File: src/rtl/ras_ctrl.sv
// Return-address-stack controller with speculative checkpoint levels.
// Accepts decoded call/return/branch ops and issues stack push/pop commands.
// It also tracks outstanding branches per checkpoint level, and turns
// in-order branch resolutions into per-level commit/flush pulses.

// Per-level outstanding-branch counter. It clears on flush and saturates
// instead of wrapping.
module ras_lvl_cnt #(
    parameter int CW = 5
) (
    input  logic          clk,
    input  logic          rst_ni,
    input  logic          clr,
    input  logic          inc,
    input  logic          dec,
    output logic [CW-1:0] cnt
);

    // An increment and a decrement in the same cycle cancel out.
    always_ff @(posedge clk) begin
        if (!rst_ni)                         cnt <= '0;
        else if (clr)                        cnt <= '0;
        else if (inc && !dec && cnt != '1)   cnt <= cnt + CW'(1);
        else if (dec && !inc && cnt != '0)   cnt <= cnt - CW'(1);
    end

endmodule

module ras_ctrl #(
    parameter int STAGES       = 2,
    parameter int WIDTH        = 32,
    parameter int MAX_BRANCHES = 16
) (
    input  logic              clk,
    input  logic              rst_ni,
    input  logic              in_valid,
    output logic              in_ready,
    input  logic              in_call,
    input  logic              in_ret,
    input  logic              in_branch,
    input  logic [WIDTH-1:0]  in_ret_addr,
    input  logic [STAGES-1:0] res_valid,
    input  logic [STAGES-1:0] res_ok,
    output logic              ras_push,
    output logic              ras_pop,
    output logic [WIDTH-1:0]  ras_din,
    output logic [STAGES-1:0] ras_commit,
    output logic [STAGES-1:0] ras_flush,
    input  logic [WIDTH-1:0]  ras_dout,
    input  logic              ras_empty,
    output logic              pred_valid,
    output logic [WIDTH-1:0]  pred_target,
    output logic              err
);

    localparam int CW = $clog2(MAX_BRANCHES + 1);

    localparam logic [1:0] S_INIT    = 2'd0;
    localparam logic [1:0] S_RUN     = 2'd1;
    localparam logic [1:0] S_RECOVER = 2'd2;

    logic [1:0]                 state;
    logic [STAGES-1:0][CW-1:0]  count;
    logic [STAGES-1:0]          has;
    logic [STAGES-1:0]          flush_v;
    logic [STAGES-1:0]          clr;
    logic [STAGES-1:0]          cm;
    logic [STAGES-1:0]          inc;
    logic                       active;
    logic                       full;
    logic                       acc;

    // Resolutions are only honoured once out of reset and past INIT.
    assign active = rst_ni && (state == S_RUN || state == S_RECOVER);
    assign full   = (count[0] == CW'(MAX_BRANCHES));

    // Per-level resolution decode. A flush at level k clears every level
    // at or below k, so clr[j] is an OR of the flushes at levels >= j.
    // Commits on cleared levels are suppressed.
    always_comb begin
        logic run_or;
        run_or = 1'b0;
        has    = '0;
        flush_v = '0;
        clr    = '0;
        cm     = '0;
        for (int j = STAGES - 1; j >= 0; j--) begin
            has[j]     = (count[j] != '0);
            flush_v[j] = active && res_valid[j] && !res_ok[j] && has[j];
            run_or     = run_or | flush_v[j];
            clr[j]     = run_or;
            cm[j]      = active && res_valid[j] && res_ok[j] && has[j] && !run_or;
        end
    end

    // A branch is held off only while level 0 is full; other ops still pass.
    // Any flush stalls acceptance for this cycle.
    assign in_ready = rst_ni && (state == S_RUN) && !clr[0] && !(full && in_branch);
    assign acc      = in_valid && in_ready;

    // Stack commands and prediction are combinational off the accepted op.
    always_comb begin
        ras_push    = acc && in_call;
        ras_pop     = acc && in_ret;
        ras_din     = (acc && in_call) ? in_ret_addr : '0;
        pred_valid  = acc && in_ret && !ras_empty;
        pred_target = (acc && in_ret) ? ras_dout : '0;
    end

    assign ras_commit = cm;
    assign ras_flush  = flush_v;

    // Level 0 is fed by accepted branches. Each higher level is fed by
    // commits from the level below it. A commit at the top level retires.
    for (genvar g = 0; g < STAGES; g++) begin : g_lvl
        if (g == 0) begin : g_src0
            assign inc[g] = acc && in_branch;
        end else begin : g_srcn
            assign inc[g] = cm[g-1];
        end
        ras_lvl_cnt #(.CW(CW)) u_cnt (
            .clk    (clk),
            .rst_ni (rst_ni),
            .clr    (clr[g]),
            .inc    (inc[g]),
            .dec    (cm[g]),
            .cnt    (count[g])
        );
    end

    // INIT lasts one cycle. A flush sends the FSM to RECOVER for one cycle
    // so the stack top can be re-read.
    always_ff @(posedge clk) begin
        if (!rst_ni)              state <= S_INIT;
        else if (state == S_INIT) state <= S_RUN;
        else if (clr[0])          state <= S_RECOVER;
        else                      state <= S_RUN;
    end

    // Sticky error: a resolution arrived for a level with nothing outstanding.
    always_ff @(posedge clk) begin
        if (!rst_ni)                           err <= 1'b0;
        else if (active && |(res_valid & ~has)) err <= 1'b1;
    end

endmodule
File: config.mk
export PLATFORM = sky130hd
export DESIGN_NAME = ras_ctrl
export DESIGN_NICKNAME = d
export VERILOG_FILES = /design/src/rtl/ras_ctrl.sv
export SDC_FILE = /design/constraint.sdc
export NUM_CORES = 1
export LEC_CHECK = 0
export CORE_UTILIZATION = 26
export CTS_CLUSTER_DIAMETER = 100
export CTS_CLUSTER_SIZE = 14
export DETAILED_ROUTE_END_ITERATION = 10
export GPL_TIMING_DRIVEN = 0
export PLACE_DENSITY = 0.73
export SLEW_MARGIN = 30
export SYNTH_ARGS = -nofsm -noshare
export SYNTH_HDL_FRONTEND = slang
export SYNTH_SLANG_ARGS = --single-unit
export TNS_END_PERCENT = 30
File: constraint.sdc
create_clock -name clk -period 2.8 [get_ports clk]
set_input_delay 0.56 -clock clk [delete_from_list [all_inputs] [get_ports clk]]
set_output_delay 0.56 -clock clk [all_outputs]
set_load 0.03 [all_outputs]
==> impl_metrics.csv <==
group,metric,value,unit
run_status,outcome,"finished with violations",
run_status,violations,"setup timing",
sta,slew_viol_final,0,
pwr,power.total,0.000950,W
clock_tree,clockBufferDepth,2,
sta,whs,0.530,ns
routing,vias,1970,
worst_setup_path,cp-start-kind,"flip-flop",
routing,drt_iter0_drc,52,
clock_tree,htree_levels,1,
pwr,power.leakage,1.69,nW
routing,drc,0,
global_routing,antenna_found_initial,0,
synth,synth_warnings,0,
synth,syn_inst,186,
global_routing,grt_util_met1,22.1,%
routing,drt-vias-per-instance,4.57,
synth,synth_nets,272,
pwr,ir_drop,0.293,mV
worst_setup_path,end_kind,"primary output",
global_routing,grt_usage,19.9,%
flow_run,cap_violations,0,
sta,worst_slack,-0.0679,ns
worst_setup_path,required,2.24,ns
final_layout,layout.nets,448,
clock_tree,cts.hold.buffers_added,0,
die,start_util,27.5,%
routing,wl,6.69,mm
routing,routedWlPerCell,15.5,um
routing,ant_nets,0,
die,core-area,0.00520,mm2
die,die_area,0.00581,mm2
synth,ys_seq_area_share,18.2,%
synth,syn-cell-area,0.00143,mm2
worst_setup_path,critPathLaunch,"g_lvl[0].u_cnt.cnt[3]",
sta,fmax,0.349,GHz
global_routing,grt_overflow,0,
clock_tree,cts_tree,"yes",
routing,drt-pass1-iter-count,4,
final_layout,final.fill_count,429,
global_routing,grt.met2_usage,38.5,%
worst_hold_path,hold_start,"g_lvl[0].u_cnt.cnt[2]",
clock_tree,cts.sinks,13,
synth,yosysUniqueCellTypes,36,
worst_setup_path,r2r_start,"state[0]",
global_routing,grt_max_degree,11,
sta,rsz0062_at_grt,"true",
clock_tree,clock_latency,0.25,ns
sta,finalHoldViolations,0,
die,io_pins,148,
global_routing,top_usage_layer,"met2",
synth,syn_avg_cell_area,7.70,um2
final_layout,num_antenna_cells,0,
place,hpwl,4.68,mm
final_layout,drive_gt1_share,54.0,%
global_routing,use_met3,5.15,%
clock_tree,path_clk_slew,0.06,ns
worst_setup_path,worstPathArrival,2.31,ns
clock_tree,numCtsBuffers,3,
final_layout,synthToLayoutAreaGrowth,150,%
sta,finalCritPeriodShare,102,%
sta,skew,0.00169,ns
clock_tree,cts-root-buf,"clkbuf_8",
pwr,power_density,265,mW/mm2
die,rows,26,
global_routing,grt_pass1_vias,1741,
global_routing,grt_pass1_wl,9.11,mm
worst_hold_path,hold_class,"flip-flop to flip-flop",
sta,worst_slew_pin_slew,0.550,ns
die,die_width,76.2,um
place,portBuffers,146,
sta,fin_crit,2.87,ns
sta,slew_headroom,63.0,%
synth,synth-seq-cells,13,
place,globalplace.congestion,0.797,
sta,setup_viol,59,
worst_setup_path,critPathKind,"flip-flop to primary output",
die,die_h,76.2,um
worst_setup_path,cp_max_fo,6,
[path summary, 6_finish.rpt]
| check | endpoint | slack (ns) | depth (start not counted) |
|---|---|---|---|
| max | pred_target[25] | -0.07 | 8 |
| min | g_lvl[0].u_cnt.cnt[2] | 0.53 | 2 |
| max reg2reg | g_lvl[1].u_cnt.cnt[4] | 0.01 | 13 |
| min reg2reg | g_lvl[0].u_cnt.cnt[2] | 0.53 | 2 |
[worst max-delay path, cell delays in order (launching register included)]
cell     delay, ns
dfxtp_4       0.35
or4_4         0.56
o21ai_4       0.15
inv_2         0.09
nor2_4        0.18
and4_4        0.33
buf_6         0.13
and2_4        0.14
buf_6         0.12
[cells in the final DEF, fill, tap and decap left out, types with 7 or more instances in the layout]
master and count:
ha_1 7, buf_4 23, buf_6 71, clkdlybuf4s50_1 73, dfxtp_1 7, nand3_1 7, and2_4 53, and2_1 13
nand2_1 9, inv_1 7
[sequential cells by signal, summed over array words and instances, names as in the netlist]
signal and count:
g_lvl.u_cnt.cnt 10, err 1, state 2
[synth_stat cells, drive strengths merged]
cell type,n,area share (%)
nand3,7,2.4
a21boi,1,0.52
a21o,4,2.2
dfxtp,13,18
nand4b,1,0.61
nand2b,1,0.44
and2,66,29
xnor2,5,3.1
fa,2,2.8
nand2,11,3.1
o21ai,2,1.2
nor4,2,1.9
nor2,7,2.2
buf,10,4.2
a211oi,1,0.87
inv,12,3.1
clkbuf,1,0.26
or4,2,1.0
nor4b,1,1.0
nand4,2,0.87
a31oi,2,0.87
and4b,1,0.70
o2111ai,1,0.61
mux2i,6,4.2
nor2b,2,0.87
and3,3,1.3
and4,2,1.2
a21oi,8,2.8
xor2,1,0.61
ha,9,7.9
[power breakdown]
part | switching, W | internal (W) | total [W]
sequential | 0.0000318 | 0.000209 | 0.000241
clock | 0.0000763 | 0.000101 | 0.000177
combinational | 0.000230 | 0.000301 | 0.000531
[stage by stage]
stage	util [%]	setup slack [ns]	setup TNS [ns]	std cells	instance area, um2
finish	68.8	-0.0679	-3.19	431	3580
floorplan	-	-0.00428	-0.00428	186	1440
global placement	57.4	-0.978	-62.15	402	2990
detailed placement	57.4	-0.965	-62.57	402	2990
CTS	60.4	-0.140	-0.573	415	3150
global route	68.8	-0.134	-7.38	431	3580
[final cells by class]
type                    instances  area [um2]  area share, %
multi-input cells             152        1330           37.2
flip-flops and latches         13         273           7.62
plain buffers                  11         105           2.94
repair buffers                169        1690           47.3
clock buffers                   4        45.0           1.26
well taps                      70        87.6           2.45
inverters                      12        45.0           1.26
[metal layers]
layer  share of wire (%)  routed length, um
met3                 5.5                368
met5                   0                  0
met2                  54               3640
met1                  39               2600
met4                 1.1                 74
[timing repair]
item / 4_1_cts / 5_1_grt
buffers inserted: 7 / 10
pin swaps: 13 / 55
endpoints found under the hold margin: 0 / 0
endpoints found under the setup margin: 73 / 75
resized for setup: 463 / 114
cloned: 2 / 6
[logic make-up (layout without fill, tap and decap cells)]
group,after synthesis,after routing,synth area share (%)
simple gates,108,110,46.6
xor+xnor,6,6,3.67
fa+ha+maj,11,11,10.7
mux,6,6,4.20
compound gates,19,19,9.09
buf+inv,23,196,7.61
flops,13,13,18.2
(Power assumes the default switching activity.)
